### src/rtl/mem_rotate_pipe.sv
// Rotating crossbar between NrPorts requesters and NrPorts fixed-latency banks.
// Reads are routed back through per-bank tracking pipes. Optional stall counter: MEM_ROTATE_PIPE_STATS_EN.
module mem_rotate_pipe #(
    parameter int unsigned NrPorts       = 8,
    parameter int unsigned AddrWidth     = 32,
    parameter int unsigned DataWidth     = 32,
    parameter int unsigned MemoryLatency = 1,
    parameter int unsigned MinShift      = 1,
    localparam int unsigned ShW          = $clog2(NrPorts)
) (
    input  logic                                clk_i,
    input  logic                                rst_i,
    input  logic [NrPorts-1:0]                  in_req_valid_i,
    input  logic [NrPorts-1:0][AddrWidth-1:0]   in_req_addr_i,
    input  logic [NrPorts-1:0]                  in_req_we_i,
    input  logic [NrPorts-1:0][DataWidth-1:0]   in_req_wdata_i,
    output logic [NrPorts-1:0]                  in_req_ready_o,
    output logic [NrPorts-1:0]                  in_rsp_valid_o,
    output logic [NrPorts-1:0][DataWidth-1:0]   in_rsp_rdata_o,
    output logic [NrPorts-1:0]                  out_req_valid_o,
    output logic [NrPorts-1:0][AddrWidth-1:0]   out_req_addr_o,
    output logic [NrPorts-1:0]                  out_req_we_o,
    output logic [NrPorts-1:0][DataWidth-1:0]   out_req_wdata_o,
    input  logic [NrPorts-1:0]                  out_req_gnt_i,
    input  logic [NrPorts-1:0][DataWidth-1:0]   out_rsp_rdata_i,
    input  logic [ShW-1:0]                      shift_i,
    input  logic                                shift_valid_i,
    output logic                                shift_ready_o,
    output logic [ShW-1:0]                      shift_active_o
`ifdef MEM_ROTATE_PIPE_STATS_EN
    ,
    output logic [31:0]                         stall_cnt_o
`endif
);

    localparam logic [ShW-1:0] ShiftMask = ~ShW'(MinShift - 1);

    typedef enum logic {RUN, DRAIN} state_t;

    state_t                                 state;
    logic [ShW-1:0]                         shift_q;
    logic [ShW-1:0]                         s;
    logic [NrPorts-1:0][MemoryLatency-1:0]  trk;
    logic [NrPorts-1:0]                     load;
    logic                                   busy;

    assign s              = shift_q & ShiftMask;
    assign shift_active_o = s;
    assign busy           = |trk;
    assign shift_ready_o  = (state == DRAIN) && !busy;

    // Bank j is fed by requester (j - s); requester i hears back from bank (i + s).
    always_comb begin
        logic [ShW-1:0] src;
        logic [ShW-1:0] dst;
        src             = '0;
        dst             = '0;
        out_req_valid_o = '0;
        out_req_addr_o  = '0;
        out_req_we_o    = '0;
        out_req_wdata_o = '0;
        load            = '0;
        in_req_ready_o  = '0;
        in_rsp_valid_o  = '0;
        in_rsp_rdata_o  = '0;
        for (int j = 0; j < NrPorts; j++) begin
            src                = ShW'(j) - s;
            out_req_valid_o[j] = (state == RUN) && in_req_valid_i[src];
            out_req_addr_o[j]  = in_req_addr_i[src];
            out_req_we_o[j]    = in_req_we_i[src];
            out_req_wdata_o[j] = in_req_wdata_i[src];
            load[j]            = out_req_valid_o[j] && out_req_gnt_i[j] && !out_req_we_o[j];
        end
        for (int i = 0; i < NrPorts; i++) begin
            dst               = ShW'(i) + s;
            in_req_ready_o[i] = (state == RUN) && out_req_gnt_i[dst];
            in_rsp_valid_o[i] = trk[dst][MemoryLatency-1];
            in_rsp_rdata_o[i] = in_rsp_valid_o[i] ? out_rsp_rdata_i[dst] : '0;
        end
    end

    always_ff @(posedge clk_i or posedge rst_i) begin
        if (rst_i) begin
            trk <= '0;
        end else begin
            for (int j = 0; j < NrPorts; j++) begin
                for (int k = MemoryLatency - 1; k > 0; k--) begin
                    trk[j][k] <= trk[j][k-1];
                end
                trk[j][0] <= load[j];
            end
        end
    end

    // The shift only changes once every tracked read has returned.
    always_ff @(posedge clk_i or posedge rst_i) begin
        if (rst_i) begin
            state   <= RUN;
            shift_q <= '0;
        end else begin
            case (state)
                RUN: begin
                    if (shift_valid_i) state <= DRAIN;
                end
                DRAIN: begin
                    if (!shift_valid_i) begin
                        state <= RUN;
                    end else if (!busy) begin
                        shift_q <= shift_i;
                        state   <= RUN;
                    end
                end
                default: state <= RUN;
            endcase
        end
    end

`ifdef MEM_ROTATE_PIPE_STATS_EN
    always_ff @(posedge clk_i or posedge rst_i) begin
        if (rst_i) begin
            stall_cnt_o <= '0;
        end else if ((state == DRAIN) && (|in_req_valid_i) && (stall_cnt_o != 32'hFFFF_FFFF)) begin
            stall_cnt_o <= stall_cnt_o + 32'd1;
        end
    end
`endif

endmodule

### config.mk
export PLATFORM = sky130hd
export DESIGN_NAME = mem_rotate_pipe
export DESIGN_NICKNAME = d
export VERILOG_FILES = /design/src/rtl/mem_rotate_pipe.sv
export SDC_FILE = /design/constraint.sdc
export NUM_CORES = 2
export LEC_CHECK = 0
export CORE_AREA = 2 2 630 632
export DETAILED_ROUTE_END_ITERATION = 10
export DIE_AREA = 0 0 632 634
export PLACE_DENSITY = 0.32
export SETUP_SLACK_MARGIN = 0.4
export SLEW_MARGIN = 20
export SYNTH_ARGS = -nofsm -noshare
export SYNTH_HDL_FRONTEND = slang
export SYNTH_SLANG_ARGS = --single-unit
### constraint.sdc
create_clock -name clk_i -period 7.6 [get_ports clk_i]
set_clock_uncertainty 0.1 [all_clocks]
set_input_delay 1.52 -clock clk_i [delete_from_list [all_inputs] [get_ports clk_i]]
set_output_delay 1.52 -clock clk_i [all_outputs]
set_load 0.01 [all_outputs]
==> results.yml <==
power:
  internal_power_mw: 14.5
  power.share.sequential_pct: 0.6
  power.share.switching_pct: 60.7
  total_power_mw: 37.0
  netSwitchingPower_mw: 22.4
  power.clock.fraction_pct: 0.3
  total_leakage_power_nw: 17.7
  power.density_mw_per_mm2: 708
  peakVddDrop_mv: 0.489
  power.combinational.fraction_pct: 99.1
setup_path:
  crit_fanout: 50
  worst_setup_path_end_kind: "primary output"
  critPathLaunch: "shift_active_o[1]$_DFFE_PP0P_"
  critPathKind: "reg -> out"
  reg2regPathDepth: 7
  cpPeakStageDelay_ps: 910
  timing.reg2reg.setup_slack_ps: 4300
  timing.critical_path.slowest_stage_cell: "ha_4"
  worst-endpoint-required_ps: 5980
  critPathMostFrequentCell: "nand2_1"
  rr_startpoint: "shift_active_o[1]$_DFFE_PP0P_"
  series_of_cell_instances_along_the_critical_path: "clkinv_1, ha_4, buf_12, buf_4, mux4_2, nand2_1, nand2_1, clkdlybuf4s50_1"
  critPathArrivalTime_ps: 4720
  critPathCapture: "out_req_wdata_o[84]"
  worstReg2RegEnd: "trk[0]$_DFF_PP0_"
  critPathLaunchType: "register"
floorplan:
  io-pin-count: 1602
  dieWidth_um: 632
  initial_core_util_pct: 7.62
  placeableCoreArea_mm2: 0.394
  num_rows: 231
  fp.dieArea_mm2: 0.401
  die_height_um: 634
clock_network:
  cts_post_setup_buffers_inserted: 0
  cts_tree: "built"
  insertion_delay_ps: 260
  clock-sinks: 12
  cts-root-buf: "clkbuf_16"
  clk_transition_reported_paths_ps: 60
  clock_path_buffers: 2
  number_of_levels_the_h_tree_was_split_into: 1
  cts_buffers: 3
  cts_resizes: 0
  post_cts_hold_buffer_count: 0
placed_design:
  placedCellCount: 9865
  io_buffer_count: 1601
  worst_slack_at_placement_ps: 1370
  placed_wire_length_estimate_um: 304000
  globalplace.congestion: 0.934
logic_synthesis:
  netlist_area_mm2: 0.0300
  count_of_mapped_cells_out_of_synthesis: 3307
  yosys-top-cells-count: "nand2_1, mux4_2, a21oi_1"
  yosysUniqueCellTypes: 39
  synth_top_cell_area_share_pct: 59.2
  post-synth-top-count-cell: "nand2_1"
  number_of_synthesized_flops_with_an_enable_pin: 0
  synth-seq-cells: 12
  yosysWarningCount: 0
  largest_area_contributor_in_the_netlist: "mux4_2"
  synth_fp_nets: 4107
  ys.flop_type: "dfrtp_1"
  syn_area_per_cell_um2: 9.09
  synth_async_sr_flop_share_pct: 100
  synth.top_cells.by_area: "mux4_2, nand2_1, mux2_2"
  seq_area_frac_synth_pct: 0.999
timing:
  slew_violations: 0
  period_share_pct: 83.4
  final_period_minus_worst_setup_slack_ps: 6340
  final_hold_viol_count: 0
  setup_viol: 0
  least_margin_pin_slew_ps: 1270
  layout_setup_ws_ps: 1260
  setup-tns-final_ps: 0
  timing.slew.headroom_pct: 15.3
  fmaxAchievable_mhz: 158
  rsz0062_at_grt: "no"
layout:
  filler_cell_count: 44900
  multi_input_comb_area_mm2: 0.0281
  layout.area.seq_um2: 312
  layout.cells.non_filler: 9947
  syn_to_final_growth_pct: 73.8
  fin_nets: 5429
  layout-drive-gt1-share_pct: 22.2
status:
  outcome: "complete, no violations"
route:
  routed-via-count: 37900
  firstDrtPassIters: 6
  totalWireLength_um: 349000
  drtAntennaViolNets: 0
  route.detailed.vias_per_inst: 3.81
  drt-wirelength-per-cell_um: 35.1
  drt-initial-drc-count: 3555
  remaining_drc_errors: 0
grt:
  first_global_vias: 35700
  globalRouteTotalUtil_pct: 16.5
  wire_length_of_the_first_global_routing_pass_um: 431000
  initial_antenna_violation_count: 209
  maximum_number_of_pins_on_one_net_before_global_route_repair: 120
  globalRouteOverflowTotal: 0
job:
  maxCapViolCount: 0
min_path:
  hold_path_class: "reg -> reg"
-- flip-flops by register name (all words and copies together), names as in the netlist --
signal / flops
state: 1
trk: 8
shift_active_o: 3
-- power groups by stage --
stage / clock network [mW] / logic, mW / registers (mW)
3_3_place_gp: 0 / 37.9 / 0.207
4_1_cts: 0.125 / 37.9 / 0.209
2_1_floorplan: 0 / 16.6 / 0.114
5_1_grt: 0.128 / 39.1 / 0.215
3_5_place_dp: 0 / 37.7 / 0.211
6_report: 0.122 / 36.6 / 0.206
-- worst min path at each step --
| stage | start | end | slack, ps | cells after the start |
|---|---|---|---|---|
| after floorplan | trk[3]$_DFF_PP0_ | state$_DFF_PP0_ | 500 | 2 |
| after global placement | trk[0]$_DFF_PP0_ | state$_DFF_PP0_ | 650 | 2 |
| after detailed placement | trk[0]$_DFF_PP0_ | state$_DFF_PP0_ | 680 | 2 |
| after CTS | trk[0]$_DFF_PP0_ | state$_DFF_PP0_ | 670 | 2 |
| after global routing | trk[0]$_DFF_PP0_ | state$_DFF_PP0_ | 680 | 2 |
| final | trk[0]$_DFF_PP0_ | state$_DFF_PP0_ | 660 | 2 |
-- layout make-up --
type                    count  share of cell area [%]
multi-input cells        2920                    53.7
repair buffers           1679                    32.5
well taps                5242                    12.6
flip-flops and latches     12                   0.597
diodes                     77                   0.369
clock buffers               4                   0.170
inverters                  13                  0.0935
-- layout by cell type, fill, tap and decap left out, drive strengths merged, types with 5 or more instances in the layout --
cell type | synthesis | routed
clkdlybuf4s50 | 0 | 1601
nand2 | 1567 | 1567
mux4 | 790 | 790
a21oi | 203 | 203
mux2 | 137 | 137
mux2i | 93 | 93
buf | 266 | 78
diode | 0 | 77
nor2 | 71 | 71
inv | 12 | 12
dfrtp | 12 | 12
nand3 | 10 | 10
and3b | 6 | 6
nor3 | 5 | 5
-- cells by family (layout without fill, tap and decap cells) --
family	count (synthesis)	count (layout)	share of synthesized area, %
XOR/XNOR	6	6	0.200
flip-flops	12	12	0.999
AO/OA/AOI/OAI	221	221	3.84
adder cells (fa/ha/maj)	2	2	0.0833
AND/OR/NAND/NOR	1671	1671	21.2
multiplexers	1020	1020	67.5
other	0	77	0
buffers and inverters	375	1696	6.18
-- critical path, delay by kind of cell, from the launching register on --
family | cells | cell delay, ps
simple gates | 2 | 570
buf+inv | 4 | 1860
mux | 1 | 350
fa+ha+maj | 1 | 910
flops | 1 | 580
-- through the flow --
step	hold slack, ps	area [µm²]	utilization [%]
finish	659	52200	13.2
global route	683	52100	13.2
CTS	671	52000	13.2
detailed placement	677	51900	13.2
global placement	652	51900	13.2
floorplan	503	30000	-
-- layer usage --
layer | GRT usage, % | part of all wire [%] | up-vias | wire, µm
met4 | 4.74 | 3.3 | 112 | 11400
met2 | 27.2 | 47 | 2311 | 164000
li1 | - | - | 15200 | -
met1 | 19.1 | 38 | 19900 | 131000
met3 | 7.55 | 12 | 384 | 41300
met5 | 0 | 0.21 | - | 735
No activity file was read; power rests on OpenSTA's default activity.
